**src/rtl/pe_row_ctrl_if.sv**
```systemverilog
// pe_row_ctrl_if: weight and activation valid/ready streams
// feeding the PE row sequencing controller.
interface pe_row_ctrl_if #(
    parameter int NUM = 16
);
    logic             w_valid;
    logic             w_ready;
    logic [NUM*8-1:0] w_data;
    logic             a_valid;
    logic             a_ready;
    logic [7:0]       a_data;

    modport master (
        output w_valid, w_data, a_valid, a_data,
        input  w_ready, a_ready
    );

    modport slave (
        input  w_valid, w_data, a_valid, a_data,
        output w_ready, a_ready
    );
endinterface

```
**src/rtl/pe_row_ctrl.sv**
```systemverilog
// pe_row_ctrl: runs one PE_row tile op as
// weight load -> activation stream -> drain -> done.
module pe_row_ctrl #(
    parameter int NUM   = 16,
    parameter int ROWS  = 16,
    parameter int LEN_W = 16
) (
    input  logic             CLK,
    input  logic             RESET,
    input  logic             start,
    input  logic [LEN_W-1:0] vec_len,
    pe_row_ctrl_if.slave     bus,
    output logic             pe_EN,
    output logic             pe_SELECTOR,
    output logic             pe_W_EN,
    output logic [NUM*8-1:0] pe_weight,
    output logic [7:0]       pe_active_left,
    output logic             busy,
    output logic             drain,
    output logic             done
);
    localparam int WCW = $clog2(ROWS + 1);
    localparam int DCW = $clog2(NUM + 1);

    typedef enum logic [2:0] {
        IDLE, LOAD, COMPUTE, DRAIN, DONE
    } state_t;

    state_t           state, state_nx;
    logic [WCW-1:0]   wcnt;
    logic [LEN_W-1:0] acnt;
    logic [LEN_W-1:0] len;
    logic [DCW-1:0]   dcnt;
    logic             w_hs, a_hs;
    logic             w_last, a_last, d_last;

    // ready depends on state only, never on valid
    assign bus.w_ready = (state == LOAD);
    assign bus.a_ready = (state == COMPUTE);
    assign busy        = (state != IDLE);
    assign drain       = (state == DRAIN);
    assign done        = (state == DONE);

    assign w_hs   = bus.w_valid & bus.w_ready;
    assign a_hs   = bus.a_valid & bus.a_ready;
    assign w_last = (wcnt == WCW'(ROWS - 1));
    assign a_last = (acnt == len - LEN_W'(1));
    assign d_last = (dcnt == DCW'(NUM - 1));

    always_comb begin
        state_nx = state;
        unique case (state)
            IDLE:    if (start) state_nx = LOAD;
            LOAD:    if (w_hs && w_last)
                         state_nx = (len == '0) ? DONE : COMPUTE;
            COMPUTE: if (a_hs && a_last) state_nx = DRAIN;
            DRAIN:   if (d_last) state_nx = DONE;
            DONE:    state_nx = IDLE;
            default: state_nx = IDLE;
        endcase
    end

    always_ff @(posedge CLK) begin
        if (!RESET) begin
            state          <= IDLE;
            wcnt           <= '0;
            acnt           <= '0;
            dcnt           <= '0;
            len            <= '0;
            pe_EN          <= 1'b0;
            pe_SELECTOR    <= 1'b0;
            pe_W_EN        <= 1'b0;
            pe_weight      <= '0;
            pe_active_left <= '0;
        end else begin
            state <= state_nx;
            unique case (state)
                IDLE: begin
                    if (start) begin
                        len  <= vec_len;
                        wcnt <= '0;
                        acnt <= '0;
                        dcnt <= '0;
                    end
                    pe_EN          <= 1'b0;
                    pe_SELECTOR    <= 1'b0;
                    pe_W_EN        <= 1'b0;
                    pe_weight      <= '0;
                    pe_active_left <= '0;
                end
                LOAD: begin
                    if (w_hs) begin
                        pe_weight   <= bus.w_data;
                        pe_W_EN     <= 1'b1;
                        pe_SELECTOR <= 1'b1;
                        pe_EN       <= 1'b1;
                        wcnt        <= wcnt + WCW'(1);
                    end else begin
                        // weight chain must not shift on a bubble
                        pe_W_EN <= 1'b0;
                        pe_EN   <= 1'b0;
                    end
                end
                COMPUTE: begin
                    pe_SELECTOR <= 1'b0;
                    pe_W_EN     <= 1'b0;
                    if (a_hs) begin
                        pe_active_left <= bus.a_data;
                        pe_EN          <= 1'b1;
                        acnt           <= acnt + LEN_W'(1);
                    end else begin
                        pe_active_left <= '0;
                        pe_EN          <= 1'b0;
                    end
                end
                DRAIN: begin
                    pe_EN          <= 1'b1;
                    pe_active_left <= '0;
                    dcnt           <= dcnt + DCW'(1);
                end
                DONE: begin
                    pe_EN          <= 1'b0;
                    pe_SELECTOR    <= 1'b0;
                    pe_W_EN        <= 1'b0;
                    pe_weight      <= '0;
                    pe_active_left <= '0;
                end
                default: ;
            endcase
        end
    end
endmodule
```
**src/flat_wrapper.sv**
```systemverilog
// flat-port wrapper written by rule: the top's interface ports become plain ports
module pe_row_ctrl_flat 
#(
    parameter int NUM   = 16,
    parameter int ROWS  = 16,
    parameter int LEN_W = 16
)
  (CLK, RESET, start, vec_len, pe_EN, pe_SELECTOR, pe_W_EN, pe_weight, pe_active_left, busy, drain, done, bus_w_valid, bus_w_data, bus_a_valid, bus_a_data, bus_w_ready, bus_a_ready);
  pe_row_ctrl_if #(.NUM(NUM)) bus_i ();
  input  logic CLK;
  input  logic RESET;
  input  logic start;
  input  logic [LEN_W-1:0] vec_len;
  output logic pe_EN;
  output logic pe_SELECTOR;
  output logic pe_W_EN;
  output logic [NUM*8-1:0] pe_weight;
  output logic [7:0] pe_active_left;
  output logic busy;
  output logic drain;
  output logic done;
  input wire logic [$bits(bus_i.w_valid)-1:0] bus_w_valid;
  input wire logic [$bits(bus_i.w_data)-1:0] bus_w_data;
  input wire logic [$bits(bus_i.a_valid)-1:0] bus_a_valid;
  input wire logic [$bits(bus_i.a_data)-1:0] bus_a_data;
  output wire logic [$bits(bus_i.w_ready)-1:0] bus_w_ready;
  output wire logic [$bits(bus_i.a_ready)-1:0] bus_a_ready;
  assign bus_i.w_valid = bus_w_valid;
  assign bus_i.w_data = bus_w_data;
  assign bus_i.a_valid = bus_a_valid;
  assign bus_i.a_data = bus_a_data;
  assign bus_w_ready = bus_i.w_ready;
  assign bus_a_ready = bus_i.a_ready;
  pe_row_ctrl #(.NUM(NUM), .ROWS(ROWS), .LEN_W(LEN_W)) u_core (.CLK(CLK), .RESET(RESET), .start(start), .vec_len(vec_len), .bus(bus_i), .pe_EN(pe_EN), .pe_SELECTOR(pe_SELECTOR), .pe_W_EN(pe_W_EN), .pe_weight(pe_weight), .pe_active_left(pe_active_left), .busy(busy), .drain(drain), .done(done));
endmodule
```
**config.mk**
```make
export PLATFORM = sky130hd
export DESIGN_NAME = pe_row_ctrl_flat
export DESIGN_NICKNAME = d
export VERILOG_FILES = /design/src/rtl/pe_row_ctrl_if.sv /design/src/rtl/pe_row_ctrl.sv /design/src/flat_wrapper.sv
export SDC_FILE = /design/constraint.sdc
export NUM_CORES = 1
export LEC_CHECK = 0
export ABC_CLOCK_PERIOD_IN_PS = 2180
export CAP_MARGIN = 20
export CORE_ASPECT_RATIO = 0.75
export CORE_MARGIN = 1
export CORE_UTILIZATION = 40
export CTS_BUF_LIST = sky130_fd_sc_hd__clkbuf_8
export DETAILED_ROUTE_END_ITERATION = 7
export GPL_ROUTABILITY_DRIVEN = 0
export HOLD_SLACK_MARGIN = 0.1
export PLACE_DENSITY = 0.85
export SLEW_MARGIN = 25
export SYNTH_ARGS = -nofsm -noshare
export SYNTH_HDL_FRONTEND = slang
export SYNTH_SLANG_ARGS = --single-unit
export TNS_END_PERCENT = 50
```
**constraint.sdc**
```tcl
create_clock -name CLK -period 2.18 [get_ports CLK]
set_clock_uncertainty 0.2 [all_clocks]
set_input_delay 0.545 -clock CLK [delete_from_list [all_inputs] [get_ports CLK]]
set_output_delay 0.545 -clock CLK [all_outputs]
set_load 0.005 [all_outputs]
```
==> impl_results.md, run 1 <==
* Crit path time final at 2310 ps
* Post-synthesis sequential area ratio at 0.483
* Post-synth net total at 1081
* #FFs+latches synth at 184
* RSZ-0062 raised after global routing: yes
* Hold buffer count at cts at 0
* Non-Filler Instances at 1497
* Status: finished, violations left
* # IOs at 301
* Pin count of the biggest net entering global routing at 85
* Critical path required time at 2350 ps
* Peak supply drop at 0.421 mV
* EDFF count, synth at 0
* Num rows at 43
* Vias at 7486
* Diodes inserted at 0
* Leakage at 4.19 nW
* Worst Setup Slack post-DPL at -379 ps
* Layout Nets at 1401
* Mean Syn Cell Area at 8.32 um^2
* Clk_lat worst skew at 450 ps
* Vias per std cell at 5.00
* WL/cell at 15.5 um
* CTS sink cnt at 184
* Flop pwr share at 0.508
* Inst Count DP at 1461
* CTS H-tree lvls at 4
* Synth Flop Type: dfxtp_1
* CP Capture Type: register
* Clk buf depth at 2
* Chip height at 122 um
* Int Pwr at 0.00499 W
* # DRC at 0
* CTS tree: built
* Area Growth Syn to Fin at 54.6%
* Die ar. at 19600 um^2
* Sw Ratio at 0.271
* Min-delay worst type: primary input to register
* Post-DRT Antenna Nets at 0
* Final hold violations at 0
* Comb pwr share at 0.154
* Cell Area, Synth at 7630 um^2
* Share of cells above drive strength 1 at 0.115
* Die Wd at 161 um
* Clk pwr share at 0.338
* IO Port Bufs at 300
* Max Slew Vio Count at 0
* Failing checks: setup timing
* Synth Instances at 917
* Synth Warn # at 0
* CTS clk-pin slew, worst paths at 100 ps
* Final Setup Violations at 5
* Ys async rst share at 0
* Vias in the first global route at 7284
* Clk root buf: clkbuf_8
* CP Class: register to register
* Crit-path max FO at 4
* First-pass GRT wire length at 36300 um
* Antenna violations before repair at 0
* Total track usage at 0.233
* Relative slew slack at 0.554
* Drt first pass iters at 5
* Worst path arrival time at 2480 ps
* Maximum clock rate at 0.433 GHz
* Routed wire length at 23300 um
* Synth cell types at 55
* Max Cap Viol at 0
* Net Switching at 0.00186 W
* Total CTS buffers at 17
* Core area at 18600 um^2
* Period utilization at 1.06
* Hpwl dp at 16700 um
* Crit start category: register
* Worst slew pin tran at 668 ps
* Setup ws final at -127 ps
* Power density cells at 580 nW/um^2
* Initial core utilization at 0.411
* Initial DRC count at 362
* Grt ovf at 0
-- layout make-up --
cell class	count	area [um^2]
Clock inverter	15	156
Fill cell	1552	6770
Multi-Input combinational cell	655	3740
Inverter	7	28.8
Timing Repair Buffer	372	3630
Clock buffer	17	234
Sequential cell	184	3690
Tap cell	247	309
-- layer usage --
layer  GRT usage  up-vias  wire (um)
met5           0        -          0
met4      0.0890        0        588
met3      0.0807       35       1730
met2       0.400      213      11300
met1       0.269     3511       9590
li1            -     3727          -
-- cell families (layout without fill, tap and decap cells) --
family          count (synthesis)  in the layout  share of synthesized area
compound gates                189            189                      0.167
xor+xnor                       34             34                     0.0390
fa+ha+maj                       8              8                     0.0128
buf+inv                        78            411                     0.0418
flops                         184            184                      0.483
mux                             4              4                    0.00558
simple gates                  420            420                      0.251
-- path summary, 6_finish.rpt --
path	from	end	slack, ps	cells after the start
min reg2reg	u_core.pe_weight[37]$_SDFFE_PN0P_	u_core.pe_weight[37]$_SDFFE_PN0P_	260	2
max	u_core.len[0]$_SDFFE_PN0P_	u_core.state[0]$_SDFFE_PN0P_	-130	8
max reg2reg	u_core.len[0]$_SDFFE_PN0P_	u_core.state[0]$_SDFFE_PN0P_	-130	8
min	RESET	u_core.len[14]$_SDFFE_PN0P_	240	2
-- Yosys cell counts (3+ instances only) --
| master | n | area share |
|---|---|---|
| buf_1 | 6 | 0.0030 |
| xor2_1 | 16 | 0.018 |
| nor3_1 | 6 | 0.0039 |
| a21oi_1 | 53 | 0.035 |
| and2_1 | 6 | 0.0049 |
| nand3_1 | 96 | 0.063 |
| and3_2 | 3 | 0.0030 |
| nand2b_1 | 3 | 0.0025 |
| clkbuf_2 | 3 | 0.0020 |
| dfxtp_1 | 184 | 0.48 |
| o21ai_0 | 10 | 0.0066 |
| inv_1 | 7 | 0.0034 |
| xnor2_1 | 18 | 0.021 |
| or3_1 | 3 | 0.0025 |
| nand4_1 | 5 | 0.0041 |
| clkbuf_1 | 56 | 0.028 |
| nor2_1 | 29 | 0.014 |
| nand3b_1 | 4 | 0.0039 |
| ha_1 | 7 | 0.011 |
| nor2b_1 | 14 | 0.011 |
| buf_2 | 4 | 0.0026 |
| a22oi_1 | 9 | 0.0089 |
| and3_1 | 5 | 0.0041 |
| a21boi_0 | 102 | 0.10 |
| nand2_1 | 228 | 0.11 |
-- flip-flops by register name, indices dropped and copies added, names as in the netlist --
signal,flops
u_core.state,3
u_core.acnt,16
u_core.pe_EN,1
u_core.dcnt,5
u_core.pe_active_left,8
u_core.wcnt,5
u_core.pe_weight,128
u_core.len,16
u_core.pe_SELECTOR,1
u_core.pe_W_EN,1
-- repair_timing --
action	4_1_cts	5_1_grt
gates resized for setup	28	10
cloned	0	0
setup buffers	4	0
endpoints found under the setup margin	7	26
pin swaps	2	3
-- cell usage in the layout (no fill, tap or decap), drive strengths merged, types with 8 or more instances in the layout --
cell type,instances
inv,18
buf,75
nand3,96
nor2b,14
o21ai,11
a21boi,102
clkbuf,17
dfxtp,184
a22oi,9
xnor2,18
a21oi,53
clkdlybuf4s50,292
xor2,16
and3,8
nand2,228
nor2,29
-- worst max-delay path, stage by stage, from the launching register on --
cell and delay (ps):
dfxtp_4 370, inv_4 60, ha_4 120, nor3b_4 240, nand2_1 100, xnor2_1 140, a311o_2 300, or4_4 530
o31ai_4 160
-- stage by stage --
stage | cell area (um^2) | hold slack, ps | utilization | setup TNS, ps | total power [W]
6_report | 11800 | 243 | 0.635 | -221 | 0.00685
5_1_grt | 11800 | 212 | 0.635 | -589 | 0.00715
4_1_cts | 11800 | 211 | 0.633 | -307 | 0.00690
3_5_place_dp | 11300 | 246 | 0.609 | -4010 | 0.00459
3_3_place_gp | 11300 | 238 | 0.609 | -3140 | 0.00457
2_1_floorplan | 7670 | 224 | - | -105 | 0.00398
-- power groups by stage --
stage | combinational, W | sequential (W) | clock (W)
4_1_cts | 0.00105 | 0.00347 | 0.00237
6_report | 0.00106 | 0.00348 | 0.00231
5_1_grt | 0.00115 | 0.00349 | 0.00252
3_5_place_dp | 0.00103 | 0.00355 | 0
2_1_floorplan | 0.000421 | 0.00355 | 0
3_3_place_gp | 0.00102 | 0.00355 | 0
(Power assumes the default switching activity.)
==> run 2, diff against run 1 <==
--- a/config.mk
+++ b/config.mk
@@ -8,7 +8,7 @@
 export ABC_CLOCK_PERIOD_IN_PS = 2180
 export CAP_MARGIN = 20
 export CORE_ASPECT_RATIO = 0.75
-export CORE_MARGIN = 1
+export CORE_MARGIN = 2
 export CORE_UTILIZATION = 40
 export CTS_BUF_LIST = sky130_fd_sc_hd__clkbuf_8
 export DETAILED_ROUTE_END_ITERATION = 7
==> run 2 against run 1 <==
Against the previous run: register-to-register slack about the same; worst hold slack improved by 15 ps; largest cell class unchanged; sequential power about the same; power about the same; the flow still finishes with violations (setup timing); wire length increased by 2.6%; setup slack improved by 2.8 ps; combinational power about the same; largest power group unchanged; critical endpoint unchanged; count of clock-buffer cells in the layout unchanged.
==> impl_results.md, run 2 (synthesis gave the netlist of run 1 again) <==
* Biggest regs: u_core.pe_weight: 128 flops, u_core.acnt: 16 flops, u_core.len: 16 flops
* Crit path time final at 2300 ps
* Period utilization at 1.06
* CTS sink cnt at 184
* Setup ws final at -124 ps
* Flop pwr share at 0.508
* Max Slew Vio Count at 0
* Share of cells above drive strength 1 at 0.121
* Hold path start: u_core.pe_weight[79]$_SDFFE_PN0P_
* First-pass GRT wire length at 37000 um
* Peak supply drop at 0.409 mV
* Sw Ratio at 0.283
* Finished Core Util at 0.638
* Core area at 18600 um^2
* Relative slew slack at 0.374
* Met2 wire length at 11600 um
* Net Switching at 0.00193 W
* Initial DRC count at 401
* CTS H-tree lvls at 4
* Commonest cells after routing, fill and taps aside: clkdlybuf4s50_1, nand2_1, dfxtp_1, a21boi_0, nand3_1
* Diodes inserted at 0
* IO Port Bufs at 300
* Most common cell on crit path: or4_4
* Top delay family on crit path: simple AND/OR/NAND/NOR gates
* Hold EP: u_core.pe_weight[79]$_SDFFE_PN0P_
* Vias at 7537
* Failing checks: setup timing
* Clk root buf: clkbuf_8
* Chip height at 124 um
* Largest register FFs at 128
* Critical path required time at 2360 ps
* Clk buf depth at 2
* Pin count of the biggest net entering global routing at 84
* Crit start category: register
* Inst Count DP at 1463
* # DRC at 0
* Most flops, register: u_core.pe_weight
* Final hold violations at 0
* Final Setup Violations at 2
* Routed wire length at 23900 um
* Worst Setup Slack post-DPL at -395 ps
* Post-DRT Antenna Nets at 0
* Power density cells at 575 nW/um^2
* R2R setup slack at -120 ps
* R2R Path End: u_core.state[0]$_SDFFE_PN0P_
* Die Wd at 163 um
* RSZ-0062 raised after global routing: yes
* Metal-1 WL at 9710 um
* Total CTS buffers at 17
* Maximum clock rate at 0.434 GHz
* Crit Reg-Reg Startpoint: u_core.len[3]$_SDFFE_PN0P_
* Non-Filler Instances at 1496
* Area Growth Syn to Fin at 55.8%
* Min-delay worst type: register to register
* WL met3 at 1820 um
* Buffers and inverters on the worst path at 0
* Layout Nets at 1401
* Max incr delay on CP at 580 ps
* Max Cap Viol at 0
* Die ar. at 20200 um^2
* Clk pwr share at 0.334
* Worst slew pin tran at 939 ps
* # IOs at 301
* CP Class: register to register
* CP Capture Type: register
* Antenna violations before repair at 0
* Comb pwr share at 0.158
* Clk_lat worst skew at 460 ps
* CTS tree: built
* Vias per std cell at 5.04
* Vias in the first global route at 7428
* CTS clk-pin slew, worst paths at 110 ps
* TNS Setup at -138 ps
* Status: finished, violations left
* Drt first pass iters at 4
* CP max-delay cell: or4_4
* Total track usage at 0.233
* Worst path arrival time at 2480 ps
* Leakage at 4.31 nW
* Top layer in use: met4
* Initial core utilization at 0.410
* Num rows at 43
* Hold Path Depth at 2
* Int Pwr at 0.00491 W
* R2R cell count at 6
* Grt ovf at 0
* Commonest non-fill, non-tap cell in the layout: clkdlybuf4s50_1
* Hpwl dp at 17200 um
* Crit-path max FO at 5
* Critical path cell sequence: or4_4, a211o_1, a21oi_2, o21ai_1, or4_4, o31ai_2
* WL/cell at 15.9 um
==> run 2: cell types whose count changed in the layout (fill, tap and decap cells not counted), sizes merged <==
cell and change:
buf +2, bufinv -1, clkbuf +1, clkdlybuf4s15 -2, clkdlybuf4s50 -6, clkinv +5
clkinvlp +1, dlygate4sd2 -1, dlymetal6s2s +6, inv -6
==> run 2: cell type report <==
type	instances	area [um^2]
fillers	1548	6730
well taps	247	309
repair buffers	372	3710
clock buffers	17	234
inverters	7	28.8
multi-input cells	655	3740
flip-flops and latches	184	3700
clock inverters	14	163
==> run 2: power by group through the flow <==
stage	sequential [W]	clock [W]	combinational [W]
finish	0.00348	0.00228	0.00108
global route	0.00349	0.00249	0.00117
CTS	0.00348	0.00234	0.00107
detailed placement	0.00355	0	0.00106
global placement	0.00355	0	0.00104
floorplan	0.00355	0	0.000421
==> run 2: worst reg2reg max path, delay by kind of cell, from the launching register on <==
family / cells / cell delay (ps)
and+or+nand+nor: 2 / 1000
AOI/OAI and AO/OA: 4 / 630
DFF: 1 / 400
==> run 2: what timing repair did <==
item                                    4_1_cts  5_1_grt
hold endpoints to repair                      0        0
cloned                                        0        0
endpoints found under the setup margin        7       20
hold buffers                                  0        0
pin swaps                                     3        1
setup buffers                                 1        1
resized for setup                            32       25
==> run 2: stage by stage <==
step | area [um^2] | power, W | hold slack [ps]
2_1_floorplan | 7670 | 0.00398 | 224
5_1_grt | 11900 | 0.00714 | 278
4_1_cts | 11800 | 0.00689 | 246
3_5_place_dp | 11400 | 0.00461 | 246
3_3_place_gp | 11400 | 0.00459 | 240
6_report | 11900 | 0.00684 | 258
==> run 2: worst max-delay path by stage <==
| stage | slack, ps | from | endpoint | cells after the start |
|---|---|---|---|---|
| 3_3_place_gp | -320 | bus_a_valid | u_core.state[0]$_SDFFE_PN0P_ | 6 |
| 3_5_place_dp | -400 | start | u_core.acnt[9]$_SDFFE_PN0P_ | 9 |
| 6_report | -120 | u_core.len[3]$_SDFFE_PN0P_ | u_core.state[0]$_SDFFE_PN0P_ | 6 |
| 4_1_cts | -100 | u_core.len[1]$_SDFFE_PN0P_ | u_core.state[0]$_SDFFE_PN0P_ | 7 |
| 2_1_floorplan | -80 | u_core.len[12]$_SDFFE_PN0P_ | u_core.state[0]$_SDFFE_PN0P_ | 5 |
| 5_1_grt | -220 | u_core.len[0]$_SDFFE_PN0P_ | u_core.state[0]$_SDFFE_PN0P_ | 8 |
==> run 2: layer usage <==
metal,track usage,up-vias
met5,0,-
met4,0.104,0
met3,0.0783,42
met2,0.396,241
met1,0.269,3525
li1,-,3729
